File: config.mk
export PLATFORM = sky130hd
export DESIGN_NAME = regfile_wb_arbiter
export DESIGN_NICKNAME = d
export VERILOG_FILES = /design/src/rtl/regfile_wb_arbiter_pkg.sv /design/src/rtl/regfile_wb_arbiter_scoreboard.sv /design/src/rtl/regfile_wb_arbiter.sv
export SDC_FILE = /design/constraint.sdc
export NUM_CORES = 1
export LEC_CHECK = 0
export ABC_AREA = 1
export CORE_MARGIN = 1
export CORE_UTILIZATION = 37
export DETAILED_ROUTE_END_ITERATION = 6
export GPL_TIMING_DRIVEN = 0
export PLACE_DENSITY = 0.87
export SETUP_SLACK_MARGIN = 0.05
export SLEW_MARGIN = 20
export SYNTH_ARGS = -nofsm -noshare
export SYNTH_HDL_FRONTEND = slang
export SYNTH_HIERARCHICAL = 1
export SYNTH_SLANG_ARGS = --single-unit
File: constraint.sdc
create_clock -name clk -period 3.3 [get_ports clk]
set_clock_uncertainty 0.1 [all_clocks]
set_input_delay 0.66 -clock clk [delete_from_list [all_inputs] [get_ports clk]]
set_output_delay 0.66 -clock clk [all_outputs]
set_load 0.005 [all_outputs]
File: src/rtl/regfile_wb_arbiter_pkg.sv
// Shared ISA constants and writeback requester IDs for the regfile writeback path.
package regfile_wb_arbiter_pkg;

    localparam int XLEN     = 32;
    localparam int NUM_REGS = 32;
    localparam int RD_W     = 5;
    localparam int NUM_REQ  = 3;

    typedef enum logic [1:0] {
        REQ_ALU = 2'd0,
        REQ_LSU = 2'd1,
        REQ_MDU = 2'd2
    } req_id_e;

    typedef enum logic {
        FAV_LSU = 1'b0,
        FAV_MDU = 1'b1
    } rr_ptr_e;

endpackage

File: src/rtl/regfile_wb_arbiter_scoreboard.sv
// Pending-writeback bitmap with same-cycle writeback bypass on the busy query.
module wb_scoreboard #(
    parameter int NUM_REGS = 32
) (
    input  logic       clk,
    input  logic       reset,
    input  logic       issue_valid,
    input  logic [4:0] issue_rd,
    input  logic       wb_wr_en,
    input  logic [4:0] wb_rd,
    input  logic [4:0] rs1_addr,
    input  logic [4:0] rs2_addr,
    output logic       rs1_busy,
    output logic       rs2_busy
);
    import regfile_wb_arbiter_pkg::*;

    logic [NUM_REGS-1:0]       pending_q, pending_d;
    logic [1:0][RD_W-1:0]      rs_addr;
    logic [1:0]                rs_busy;

    // Set is applied after clear so a same-cycle reissue keeps the register busy.
    always_comb begin
        pending_d = pending_q;
        if (wb_wr_en)
            pending_d[wb_rd] = 1'b0;
        if (issue_valid && issue_rd != '0)
            pending_d[issue_rd] = 1'b1;
        pending_d[0] = 1'b0;
    end

    always_ff @(posedge clk) begin
        if (!reset)
            pending_q <= '0;
        else
            pending_q <= pending_d;
    end

    assign rs_addr = {rs2_addr, rs1_addr};

    for (genvar i = 0; i < 2; i++) begin : g_query
        assign rs_busy[i] = (rs_addr[i] != '0) && pending_q[rs_addr[i]] &&
                            !(wb_wr_en && wb_rd == rs_addr[i]);
    end

    assign rs1_busy = rs_busy[0];
    assign rs2_busy = rs_busy[1];

endmodule

File: src/rtl/regfile_wb_arbiter.sv
// Three-way regfile writeback arbiter: ALU fixed priority, LSU/MDU round-robin.
// Define WB_SCOREBOARD_EN to build the pending-register scoreboard.
module regfile_wb_arbiter #(
    parameter int XLEN     = regfile_wb_arbiter_pkg::XLEN,
    parameter int NUM_REGS = regfile_wb_arbiter_pkg::NUM_REGS
) (
    input  logic            clk,
    input  logic            reset,
    input  logic            alu_valid,
    output logic            alu_ready,
    input  logic [4:0]      alu_rd,
    input  logic [XLEN-1:0] alu_data,
    input  logic            lsu_valid,
    output logic            lsu_ready,
    input  logic [4:0]      lsu_rd,
    input  logic [XLEN-1:0] lsu_data,
    input  logic            mdu_valid,
    output logic            mdu_ready,
    input  logic [4:0]      mdu_rd,
    input  logic [XLEN-1:0] mdu_data,
    output logic            wb_wr_en,
    output logic [4:0]      wb_rd,
    output logic [XLEN-1:0] wb_data,
    input  logic            issue_valid,
    input  logic [4:0]      issue_rd,
    input  logic [4:0]      rs1_addr,
    input  logic [4:0]      rs2_addr,
    output logic            rs1_busy,
    output logic            rs2_busy
);
    import regfile_wb_arbiter_pkg::*;

    typedef struct packed {
        logic [RD_W-1:0] rd;
        logic [XLEN-1:0] data;
    } wb_req_t;

    logic    [NUM_REQ-1:0] req_vld, req_rdy, req_gnt;
    wb_req_t [NUM_REQ-1:0] req;
    wb_req_t               wb_q, wb_d;
    logic                  wb_vld_q;
    rr_ptr_e               rr_q, rr_d;

    assign req_vld = {mdu_valid, lsu_valid, alu_valid};
    assign req     = {wb_req_t'{mdu_rd, mdu_data}, wb_req_t'{lsu_rd, lsu_data},
                      wb_req_t'{alu_rd, alu_data}};

    // Readies depend only on peer valids and the pointer, never on own valid/data.
    always_comb begin
        req_rdy = '0;
        if (reset) begin
            req_rdy[REQ_ALU] = 1'b1;
            req_rdy[REQ_LSU] = !alu_valid && (!mdu_valid || rr_q == FAV_LSU);
            req_rdy[REQ_MDU] = !alu_valid && (!lsu_valid || rr_q == FAV_MDU);
        end
    end

    assign req_gnt = req_vld & req_rdy;

    always_comb begin
        wb_d = wb_q;
        rr_d = rr_q;
        if (req_gnt[REQ_ALU]) begin
            wb_d = req[REQ_ALU];
        end else if (req_gnt[REQ_LSU]) begin
            wb_d = req[REQ_LSU];
            rr_d = FAV_MDU;
        end else if (req_gnt[REQ_MDU]) begin
            wb_d = req[REQ_MDU];
            rr_d = FAV_LSU;
        end
    end

    always_ff @(posedge clk) begin
        if (!reset) begin
            wb_vld_q <= 1'b0;
            wb_q     <= '0;
            rr_q     <= FAV_LSU;
        end else begin
            wb_vld_q <= (|req_gnt) && (wb_d.rd != '0);
            wb_q     <= wb_d;
            rr_q     <= rr_d;
        end
    end

    assign alu_ready = req_rdy[REQ_ALU];
    assign lsu_ready = req_rdy[REQ_LSU];
    assign mdu_ready = req_rdy[REQ_MDU];

    // A writeback still in flight when reset asserts must not reach the regfile.
    assign wb_wr_en = wb_vld_q && reset;
    assign wb_rd    = wb_q.rd;
    assign wb_data  = wb_q.data;

`ifdef WB_SCOREBOARD_EN
    wb_scoreboard #(.NUM_REGS(NUM_REGS)) u_sb (
        .clk        (clk),
        .reset      (reset),
        .issue_valid(issue_valid),
        .issue_rd   (issue_rd),
        .wb_wr_en   (wb_wr_en),
        .wb_rd      (wb_rd),
        .rs1_addr   (rs1_addr),
        .rs2_addr   (rs2_addr),
        .rs1_busy   (rs1_busy),
        .rs2_busy   (rs2_busy)
    );
`else
    logic unused_sb;
    assign unused_sb = ^{issue_valid, issue_rd, rs1_addr, rs2_addr};
    assign rs1_busy  = 1'b0;
    assign rs2_busy  = 1'b0;
`endif

endmodule

==> results.toml, run 1 <==
[synth]
synth_top_area_frac = 0.334
syn_area_um2 = 2340
ys_seq_area_frac = 0.334
post_synth.cell_area_avg_um2 = 7.81
ys_ff_latch = 39
yosys_warnings = 6
syn-instance-count = 299
ys_types = 27
synth_top_area_cell = "dfxtp_1"
synthTopCellsByArea = "dfxtp_1, a41oi_2, nand2_1"

[routing]
wire_per_inst_um = 15.1
viasPerCell = 5.10
postRouteWirelength_um = 8170
drt_iter0_drc = 69
drt_pre_antenna_iters = 4
vias = 2754
ant_nets = 0
drc_errors = 0

[power_and_ir_drop]
p_sw_frac = 0.275
p_per_area_nw_per_um2 = 301
vdd_drop_max_uv = 168
power_frac_comb = 0.319
power_uw = 1230
internal-power_uw = 895
p_switching_uw = 339
seqPwrFrac = 0.425
p_leak_uw = 0.00146
p_clk_frac = 0.256

[global_routing]
grt.total_usage = 0.244
grt_pass1_vias = 2723
gr-total-overflow = 0
grt_max_degree = 12
grt_pass1_wl_um = 12400
antenna_found_initial = 0

[worst_setup_path]
arrival_ns = 2.40
worstPathRequired_ns = 2.54
path_max_fanout = 10
worst-setup-path-type = "in -> out"
worstSetupEndpointType = "primary output"
crit_path_start_kind = "input port"

[timing]
finalCriticalPeriod_ns = 3.16
holdWs_ns = 0.416
setup_viol = 0
period_share = 0.959
hold_viol_final = 0
setup_tns_ns = 0
final-max-slew-violation-count = 0
fmax_ghz = 0.316
rsz0062_at_grt = "no"
maxSlewHeadroom = 0.481
fin_ws_ns = 0.137
worst_slew_pin_slew_ns = 0.779

[job]
drv_cap = 0

[cells_and_area]
mostFrequentLayoutCells = "clkdlybuf4s50_1, nand2_1, dfxtp_1"
nets = 596
layout-drive-gt1-share = 0.146
register_area_um2 = 781
final_area_um2 = 4090
areaGrowthSynthToFinish_pct = 75.3
final_common_cell = "clkdlybuf4s50_1"
multi_input_area_um2 = 1350
n_antenna_cell = 0
fill_cells = 529

[place]
dp_hpwl_um = 6190
gp_congestion = 0.819
io_buffers = 156
place_area_um2 = 4000
dp_slack_ns = -0.0370

[clock_tree]
clk_path_buf_depth = 2
cts_tree = "built"
htreeDepth = 2
clk_pin_slew_ns = 0.08
clock-sinks = 39
clk_latency_ns = 0.29
clockRootBuffer = "clkbuf_8"
cts_made_buffers = 5

[status]
status = "complete, no violations"

[floorplan]
die_area_um2 = 6630
rows = 28
start_util = 0.390
die_y_um = 81.5
die_w_um = 81.5
ioPinCount = 175
core-area_um2 = 5990

[min_path]
min_path_type = "reg -> reg"
cell families (layout without fill, tap and decap cells):
group / after synthesis / after routing / synth area share
simple gates: 178 / 178 / 0.339
compound gates: 40 / 40 / 0.237
flops: 39 / 39 / 0.334
other cells: 1 / 2 / 0.00161
buf+inv: 41 / 206 / 0.0878
layer usage:
layer / global-route usage / share of wire / vias up
met5: 0 / 0 / -
met1: 0.275 / 0.39 / 1281
met3: 0.0522 / 0.071 / 16
li1: - / - / 1343
met2: 0.449 / 0.52 / 114
met4: 0.0804 / 0.019 / 0
cell usage after synthesis, drive strengths merged:
library cell and number:
a21oi 4, nand4 5, or2 3, a21boi 1, buf 20, nor2 10, o21ai 2, nand3 38
o211ai 1, inv 16, conb 1, nand2 122, a41oi 32, clkbuf 3, dfxtp 39, clkinv 2
critical path, cell delays in order:
cell and delay [ns]:
clkdlybuf4s50_1 0.55, inv_2 0.10, nor2_8 0.17, inv_2 0.07, a21oi_4 0.16, buf_6 0.17
clkdlybuf4s50_1 0.51
state kept, by name, indices dropped and copies added (netlist names):
name and flops:
wb_data 32, wb_rd 5, rr_q 1, wb_vld_q 1
through the flow:
step / util / cells
3_5_place_dp: 0.667 / 531
5_1_grt: 0.683 / 540
3_3_place_gp: 0.667 / 531
4_1_cts: 0.681 / 539
2_1_floorplan: - / 300
6_report: 0.683 / 540
path summary, 6_finish.rpt:
kind / from / to / slack, ns / cells after the start
worst max-delay path: reset / mdu_ready / 0.14 / 7
worst min-delay path: wb_data[13]$_SDFFE_PN0P_ / wb_data[13]$_SDFFE_PN0P_ / 0.42 / 2
worst max register to register: rr_q$_SDFFE_PN0P_ / wb_vld_q$_SDFF_PN0_ / 1.65 / 11
worst min register to register: wb_data[13]$_SDFFE_PN0P_ / wb_data[13]$_SDFFE_PN0P_ / 0.42 / 2
area by class of cell:
| class | instances | share of cell area |
|---|---|---|
| timing repair buffer | 158 | 0.385 |
| multi-input combinational | 220 | 0.331 |
| sequential | 39 | 0.191 |
| buffer | 22 | 0.0339 |
| tap | 75 | 0.0229 |
| clock buffer | 7 | 0.0186 |
| inverter | 18 | 0.0168 |
| clock inverter | 1 | 0.00122 |
power by group through the flow:
| stage | Combinational [uW] | Clock, uW | Sequential [uW] |
|---|---|---|---|
| after global routing | 423 | 353 | 527 |
| after global placement | 384 | 0 | 532 |
| after detailed placement | 391 | 0 | 534 |
| final | 394 | 316 | 524 |
| after floorplan | 142 | 0 | 536 |
| after CTS | 394 | 327 | 523 |
what timing repair did:
item / 4_1_cts / 5_1_grt
hold buffers: 0 / 0
resized for setup: 2 / 0
gates cloned: 0 / 0
setup endpoints to repair: 1 / 2
setup buffers: 0 / 2
No activity file was read; power rests on OpenSTA's default activity.
==> run 2: changes to the inputs <==
Settings changed: CTS_CLUSTER_DIAMETER set to 40.
==> results of run 2 <==
The final DEF is identical to that of run 1; final timing and power are the same.
